### src/rtl/debug_mem_arbiter.sv
// Purpose: shares one single-port memory between the CPU datapath (priority) and the debug controller.
// Latency: grant is combinational; CPU read data RD_LAT cycles after issue; dbg_ack at grant+1 (write) or grant+RD_LAT+1 (read).
// Backpressure: cpu_stall refuses the CPU only in a debugger grant cycle; the debugger holds dbg_req until dbg_ack.
// Optional: define DEBUG_MEM_ARB_STALL_CNT_EN to build the saturating 16-bit stall_cnt counter.
module debug_mem_arbiter #(
   parameter int ADDR_W     = 32,
   parameter int DATA_W     = 32,
   parameter int RD_LAT     = 1,
   parameter int STARVE_MAX = 15
) (
   input  logic              clk,
   input  logic              reset,
   input  logic              cpu_req,
   input  logic              cpu_we,
   input  logic              cpu_byte,
   input  logic [ADDR_W-1:0] cpu_addr,
   input  logic [DATA_W-1:0] cpu_wdata,
   output logic              cpu_stall,
   output logic [DATA_W-1:0] cpu_rdata,
   input  logic              mcu_paused,
   input  logic              dbg_req,
   input  logic              dbg_we,
   input  logic              dbg_byte,
   input  logic [ADDR_W-1:0] dbg_addr,
   input  logic [DATA_W-1:0] dbg_wdata,
   output logic              dbg_busy,
   output logic              dbg_ack,
   output logic [DATA_W-1:0] dbg_rdata,
   output logic              mem_en,
   output logic              mem_we,
   output logic              mem_byte,
   output logic [ADDR_W-1:0] mem_addr,
   output logic [DATA_W-1:0] mem_wdata,
   input  logic [DATA_W-1:0] mem_rdata,
   output logic [15:0]       stall_cnt
);

   localparam logic [7:0] STARVE_LIM = 8'(STARVE_MAX);

   typedef enum logic [1:0] {
      S_IDLE    = 2'd0,
      S_DBG_RD  = 2'd1,
      S_DBG_ACK = 2'd2
   } state_t;

   state_t            state;
   state_t            state_nxt;
   logic [7:0]        starve_cnt;
   logic [RD_LAT-1:0] tag_vld;
   logic [RD_LAT-1:0] tag_dbg;
   logic              dbg_grant;
   logic              rd_issue;
   logic              tag_out_vld;
   logic              tag_out_dbg;

   // The oldest tag stage lines up with the memory's read data for that access.
   assign tag_out_vld = tag_vld[RD_LAT-1];
   assign tag_out_dbg = tag_dbg[RD_LAT-1];
   assign rd_issue    = mem_en & ~mem_we;

   // Debugger wins an idle port, a paused MCU, or once it has been starved long enough.
   always_comb begin
      dbg_grant = 1'b0;
      if (!reset && state == S_IDLE && dbg_req)
         dbg_grant = !cpu_req || mcu_paused || (starve_cnt == STARVE_LIM);
   end

   // Memory port mux: debugger on its grant cycle, otherwise straight CPU pass-through.
   always_comb begin
      mem_en    = 1'b0;
      mem_we    = 1'b0;
      mem_byte  = 1'b0;
      mem_addr  = cpu_addr;
      mem_wdata = cpu_wdata;
      cpu_stall = 1'b0;
      if (dbg_grant) begin
         mem_en    = 1'b1;
         mem_we    = dbg_we;
         mem_byte  = dbg_byte;
         mem_addr  = dbg_addr;
         mem_wdata = dbg_wdata;
         cpu_stall = cpu_req;
      end else if (!reset) begin
         mem_en    = cpu_req;
         mem_we    = cpu_req & cpu_we;
         mem_byte  = cpu_req & cpu_byte;
      end
   end

   // Debugger op state register.
   always_ff @(posedge clk) begin
      if (reset) state <= S_IDLE;
      else       state <= state_nxt;
   end

   // Debugger op sequencing and its status outputs (quiet while reset is held).
   always_comb begin
      state_nxt = state;
      dbg_busy  = 1'b0;
      dbg_ack   = 1'b0;
      case (state)
         S_IDLE: begin
            if (dbg_grant) state_nxt = dbg_we ? S_DBG_ACK : S_DBG_RD;
         end
         S_DBG_RD: begin
            dbg_busy = !reset;
            if (tag_out_vld && tag_out_dbg) state_nxt = S_DBG_ACK;
         end
         S_DBG_ACK: begin
            dbg_ack   = !reset;
            state_nxt = S_IDLE;
         end
         default: state_nxt = S_IDLE;
      endcase
   end

   // Counts refused cycles of a pending debugger request; saturates at the preemption threshold.
   always_ff @(posedge clk) begin
      if (reset)
         starve_cnt <= '0;
      else if (dbg_grant)
         starve_cnt <= '0;
      else if (state == S_IDLE && dbg_req && starve_cnt != STARVE_LIM)
         starve_cnt <= starve_cnt + 8'd1;
   end

   // Ownership tags ride alongside each read so returning data reaches the right requester.
   always_ff @(posedge clk) begin
      if (reset) begin
         tag_vld <= '0;
         tag_dbg <= '0;
      end else begin
         tag_vld[0] <= rd_issue;
         tag_dbg[0] <= dbg_grant;
         for (int i = 1; i < RD_LAT; i++) begin
            tag_vld[i] <= tag_vld[i-1];
            tag_dbg[i] <= tag_dbg[i-1];
         end
      end
   end

   // Debugger read data is captured and held until its next read completes.
   always_ff @(posedge clk) begin
      if (reset)
         dbg_rdata <= '0;
      else if (tag_out_vld && tag_out_dbg)
         dbg_rdata <= mem_rdata;
   end

   // CPU read data is forwarded combinationally only when the returning read is the CPU's.
   assign cpu_rdata = (tag_out_vld && !tag_out_dbg) ? mem_rdata : '0;

`ifdef DEBUG_MEM_ARB_STALL_CNT_EN
   // Saturating count of cycles in which the CPU was held off.
   always_ff @(posedge clk) begin
      if (reset)
         stall_cnt <= '0;
      else if (cpu_req && cpu_stall && stall_cnt != 16'hFFFF)
         stall_cnt <= stall_cnt + 16'd1;
   end
`else
   assign stall_cnt = '0;
`endif

endmodule
### config.mk
export PLATFORM = sky130hd
export DESIGN_NAME = debug_mem_arbiter
export DESIGN_NICKNAME = d
export VERILOG_FILES = /design/src/rtl/debug_mem_arbiter.sv
export SDC_FILE = /design/constraint.sdc
export NUM_CORES = 1
export LEC_CHECK = 0
export ABC_AREA = 1
export ABC_CLOCK_PERIOD_IN_PS = 1800
export CAP_MARGIN = 25
export CORE_MARGIN = 8
export CORE_UTILIZATION = 25
export CTS_CLUSTER_DIAMETER = 30
export CTS_CLUSTER_SIZE = 40
export DETAILED_ROUTE_END_ITERATION = 10
export PLACE_DENSITY = 0.83
export REMOVE_ABC_BUFFERS = 1
export SYNTH_ARGS = -nofsm -noshare
export SYNTH_HDL_FRONTEND = slang
export SYNTH_SLANG_ARGS = --single-unit
export TNS_END_PERCENT = 10
### constraint.sdc
create_clock -name clk -period 1.8 [get_ports clk]
set_clock_uncertainty 0.1 [all_clocks]
set_input_delay 0.36 -clock clk [delete_from_list [all_inputs] [get_ports clk]]
set_output_delay 0.36 -clock clk [all_outputs]
set_load 0.02 [all_outputs]
# --- After elaboration in Yosys (flattened, before gate mapping) ---
# Cells that the tools add are included.
classes:
  reduce_logical: 14
  n_mux: 17
  addsub: 1
  n_bitwise: 4
  n_eq_ne: 6
op_table:
  columns: ["operator", "n"]
  rows:
  - ["two-way mux 32 bit", 3]
  - ["two-way mux 1 bit", 10]
  - ["adder 8 x 1 -> 8 bit, second input constant", 1]
  - ["equality test 8 x 4 -> 1 bit, second input constant", 1]
  - ["inequality test 8 x 4 -> 1 bit, second input constant", 1]
  - ["logical AND 1 bit", 6]
  - ["two-way mux 2 bit", 3]
  - ["inequality test 2 bit, second input constant", 2]
  - ["case mux 2 bit (2 select lines)", 1]
  - ["bitwise AND 1 bit", 3]
  - ["zero test 1 bit", 3]
  - ["equality test 2 x 1 -> 1 bit, second input constant", 1]
  - ["equality test 2 bit, second input constant", 1]
  - ["zero test 2 bit", 1]
  - ["logical OR 1 bit", 2]
  - ["AND reduction 2 bit", 1]
  - ["OR reduction 2 bit", 1]
  - ["inverter 1 bit", 1]
word_totals:
  in_bits: 169
  word_cells: 47
  ff_bits: 44
  output_inout_bits: 150

# --- Logic depth before layout (Yosys ltp) ---
logic_depth:
  ltp_word: 7
  ltp_mapped: 9
  depth_no_buf: 7

# --- Least setup slack after synthesis ---
# No wires, ideal clock.
synth_timing:
  kind: "register to output"
  from: "reg starve_cnt[0]"
  to: "out mem_addr[0]"
  path_stages_with_launch: 10
  t_required_ns: 1.340
  path_slack_ns: -0.210
  arrival_ns: 1.550
  cell_sequence: "dfxtp_1 ha_1 nand3_2 o21bai_4 nand2_2 inv_2 buf_6 buf_6 nand2_1 nand2_1"
synth_between:
  elab_chain_len: 4
synth_lines:
  columns: ["item", "line_no", "text"]
  rows:
  - ["start, declared", "48", "logic [7:0] starve_cnt;"]
  - ["start signal, assigned", "124", "starve_cnt <= starve_cnt + 8'd1;"]
  - ["equality test 8 x 4 -> 1 bit", "65", "dbg_grant = !cpu_req || mcu_paused || (starve_cnt == STARVE_LIM);"]
  - ["logical OR 1 bit", "65", null]
  - ["two-way mux 1 bit", "64", "if (!reset && state == S_IDLE && dbg_req)"]
  - ["two-way mux 32 bit", "76", "if (dbg_grant) begin"]
  - ["end, declared", "32", "output logic [ADDR_W-1:0] mem_addr,"]
# Every way passes these cells.

# --- Worst setup path after layout ---
layout_timing:
  from: "reg starve_cnt[0]"
  to: "out mem_wdata[30]"
layout_between:
  elab_chain_len: 4
layout_lines:
  columns: ["item", "line_no", "text"]
  rows:
  - ["equality test 8 x 4 -> 1 bit", "65", null]
  - ["logical OR 1 bit", "65", null]
  - ["two-way mux 1 bit", "64", null]
  - ["two-way mux 32 bit", "76", null]
  - ["end, declared", "33", "output logic [DATA_W-1:0] mem_wdata,"]
# Every way passes these cells.

==> out/metrics.cfg <==
[setup_path]
path_cells=ha_4 -> nand3_4 -> o21bai_4 -> nand2_4 -> clkinv_8 -> buf_12 -> buf_16 -> nand2_2 -> nand2_2 -> buf_6
arrival_ps=1790
crit_family=buffers and inverters
cpPeakStageDelay_ps=350
worst-path-buf-inv=4
crit_slowest_cell=dfxtp_2
critPathCaptureType=output pin
worstSetupPathType=reg2out
r2r_slack_ps=180
critPathMostFrequentCell=nand2_2
startpoint_type=flip-flop
crit_required_ps=1340
cp_max_fo=6

[drt]
first_pass_iters=6
vias_per_cell=4.34
wl_um=17100
wl_per_cell_um=16.8
ant_nets=0
drt_iter0_drc=201
drc=0
num_vias=4392

[logic_synthesis]
ys_ff_latch=44
synth_common_cells=nand2_1 (233), nor2_1 (47), inv_1 (46)
synthXorXnorAreaFrac_pct=0.907
synthTopCellsByArea=dfxtp_1 (30%), nand2_1 (30%), a21oi_1 (7.1%)
synth-simple-area-share_pct=38.9
synth_flop_cell=dfxtp_1
netlist_area_um2=2900
synth-warning-count=0
syn_avg_cell_area_um2=5.70
synth_top_area_cell=dfxtp_1
synth_edf_count=0
synth_top_family_by_area=simple AND/OR/NAND/NOR gates
synth_compound_area_share_pct=13.8
synthMuxAreaShare_pct=0
synth_cell_types=25
ys_seq_area_share_pct=30.4
yosysMostFrequentCell=nand2_1
synthAdderAreaFrac_pct=0.432
synth_top_area_share_pct=30.4
synthCells=508
async_flop_share_pct=0

[worst_hold_path]
hold_path_class=reg2reg

[timing]
hold_violations=0
period_minus_slack_ps=2250
min_period_over_period_pct=125
slew_violations=0
whs_ps=434
max_freq_mhz=444
rsz0062_at_grt=yes
setup_viol=69
setup_slack_ps=-452

[final_layout]
antenna_cells=0
drive_gt1_share_pct=31.3
nets=1038
fin_cells=1012
syn2layout_area_growth_pct=147

[clocking]
cts_inserted_buffers=5
cts_tree=done
h-tree-depth=2
cts_buffer_depth=2
postCtsHoldBufs=0
clk_pin_slew_ps=60
clkSinkCount=44
worst_skew_pair.late_latency_ps=280
root_buffer=clkbuf_16

[floorplanning]
coreArea_um2=11400
die_h_um=124
num_rows=39
die_w_um=124
design.portCount=319
dieArea_um2=15300
start_util_pct=25.5

[pwr]
netSwitchingFraction_pct=33.6
power.switching_uw=1290
power_density_nw_per_um2=536
power_uw=3830
leakage_uw=0.00350
p_int_uw=2550
pwr-share-seq_pct=27.0
ir_drop_mv=0.463
combPwrFrac_pct=49.1
clockPowerShare_pct=23.9

[global_routing]
grt_pass1_vias=4267
track_usage_pct=20.2
grt-ovfl-total=0
grt_antenna_before_repair=0
grt_max_degree=65
grt_pass1_wl_um=23800

[outcome]
failed_checks=setup timing
status=finished with violations

[flow_run]
cap_violations=0

[placement]
dp_cells=987
gp_congestion=0.851
port-buffer-count=302
place_ws_ps=-988
hpwlAfterDp_um=12800

## sequential cells by signal, summed over array words and instances (netlist names)
signal,cells
tag_dbg,1
state,2
starve_cnt,8
dbg_rdata,32
tag_out_vld,1
## routing by layer
metal / global-route usage (%) / share of wire [%] / up-vias
li1: - / - / 2240
met1: 21.5 / 36 / 1940
met2: 36.2 / 53 / 188
met3: 6.21 / 8.6 / 24
met4: 8.20 / 3.1 / 0
met5: 0 / 0 / -
## layout by cell type (no fill, tap or decap), types with 8 or more instances in the layout
cell | synthesis | final
clkdlybuf4s50_1 | 0 | 196
nand2_1 | 233 | 160
nand2_2 | 1 | 60
buf_4 | 16 | 59
buf_6 | 6 | 55
inv_1 | 46 | 46
nor2_1 | 47 | 45
dfxtp_1 | 44 | 42
a21oi_1 | 41 | 40
o21ai_0 | 32 | 32
clkbuf_2 | 0 | 27
conb_1 | 1 | 16
nand2_4 | 0 | 14
buf_2 | 3 | 13
buf_12 | 0 | 10
clkbuf_16 | 0 | 8
buf_16 | 0 | 8
## path summary, 6_finish.rpt
| check | startpoint | endpoint | cells past startpoint |
|---|---|---|---|
| setup / recovery | starve_cnt[0] | mem_wdata[30] | 10 |
| hold / removal | dbg_rdata[29] | dbg_rdata[29] | 2 |
| setup reg to reg | starve_cnt[0] | starve_cnt[6] | 8 |
| hold reg to reg | dbg_rdata[29] | dbg_rdata[29] | 2 |
## cell type report
type | count | area [um2]
fillers | 954 | 4220
repair buffers | 380 | 3820
multi-input cells | 389 | 1920
flip-flops and latches | 44 | 883
inverters | 48 | 193
well taps | 143 | 179
clock buffers | 6 | 139
clock inverters | 2 | 15.0
## power groups by stage
stage | sequential, uW | clock (uW) | combinational, uW
5_1_grt | 1040 | 986 | 1990
4_1_cts | 1030 | 945 | 1800
2_1_floorplan | 1090 | 0 | 575
3_3_place_gp | 1050 | 0 | 1660
3_5_place_dp | 1050 | 0 | 1660
6_report | 1030 | 916 | 1880
## stage by stage
| stage | area [um2] | util, % | TNS, ps |
|---|---|---|---|
| floorplan | 2690 | - | -78770 |
| detailed placement | 6420 | 56.5 | -67980 |
| global placement | 6420 | 56.5 | -65700 |
| finish | 7150 | 62.9 | -26860 |
| global route | 7150 | 62.9 | -32500 |
| CTS | 6960 | 61.2 | -25180 |
## cell families after synthesis
family,after synthesis
simple gates,293
buf+inv,90
compound gates,76
flops,44
xor+xnor,3
fa+ha+maj,1
other cells,1
## repair_timing
| item | 4_1_cts | 5_1_grt |
|---|---|---|
| gates resized for setup | 437 | 131 |
| pin swaps | 18 | 31 |
| setup buffers | 6 | 0 |
| cloned | 8 | 3 |
| endpoints found under the setup margin | 102 | 98 |
## worst register-to-register path, stage by stage (launching register included)
cell and delay (ps):
dfxtp_2 350, ha_4 160, nand3_4 90, o21bai_4 180, nand2_4 130, buf_4 160
buf_4 120, nand2_2 140, a21oi_1 80
Note: power is estimated with default switching activity, not from simulation.
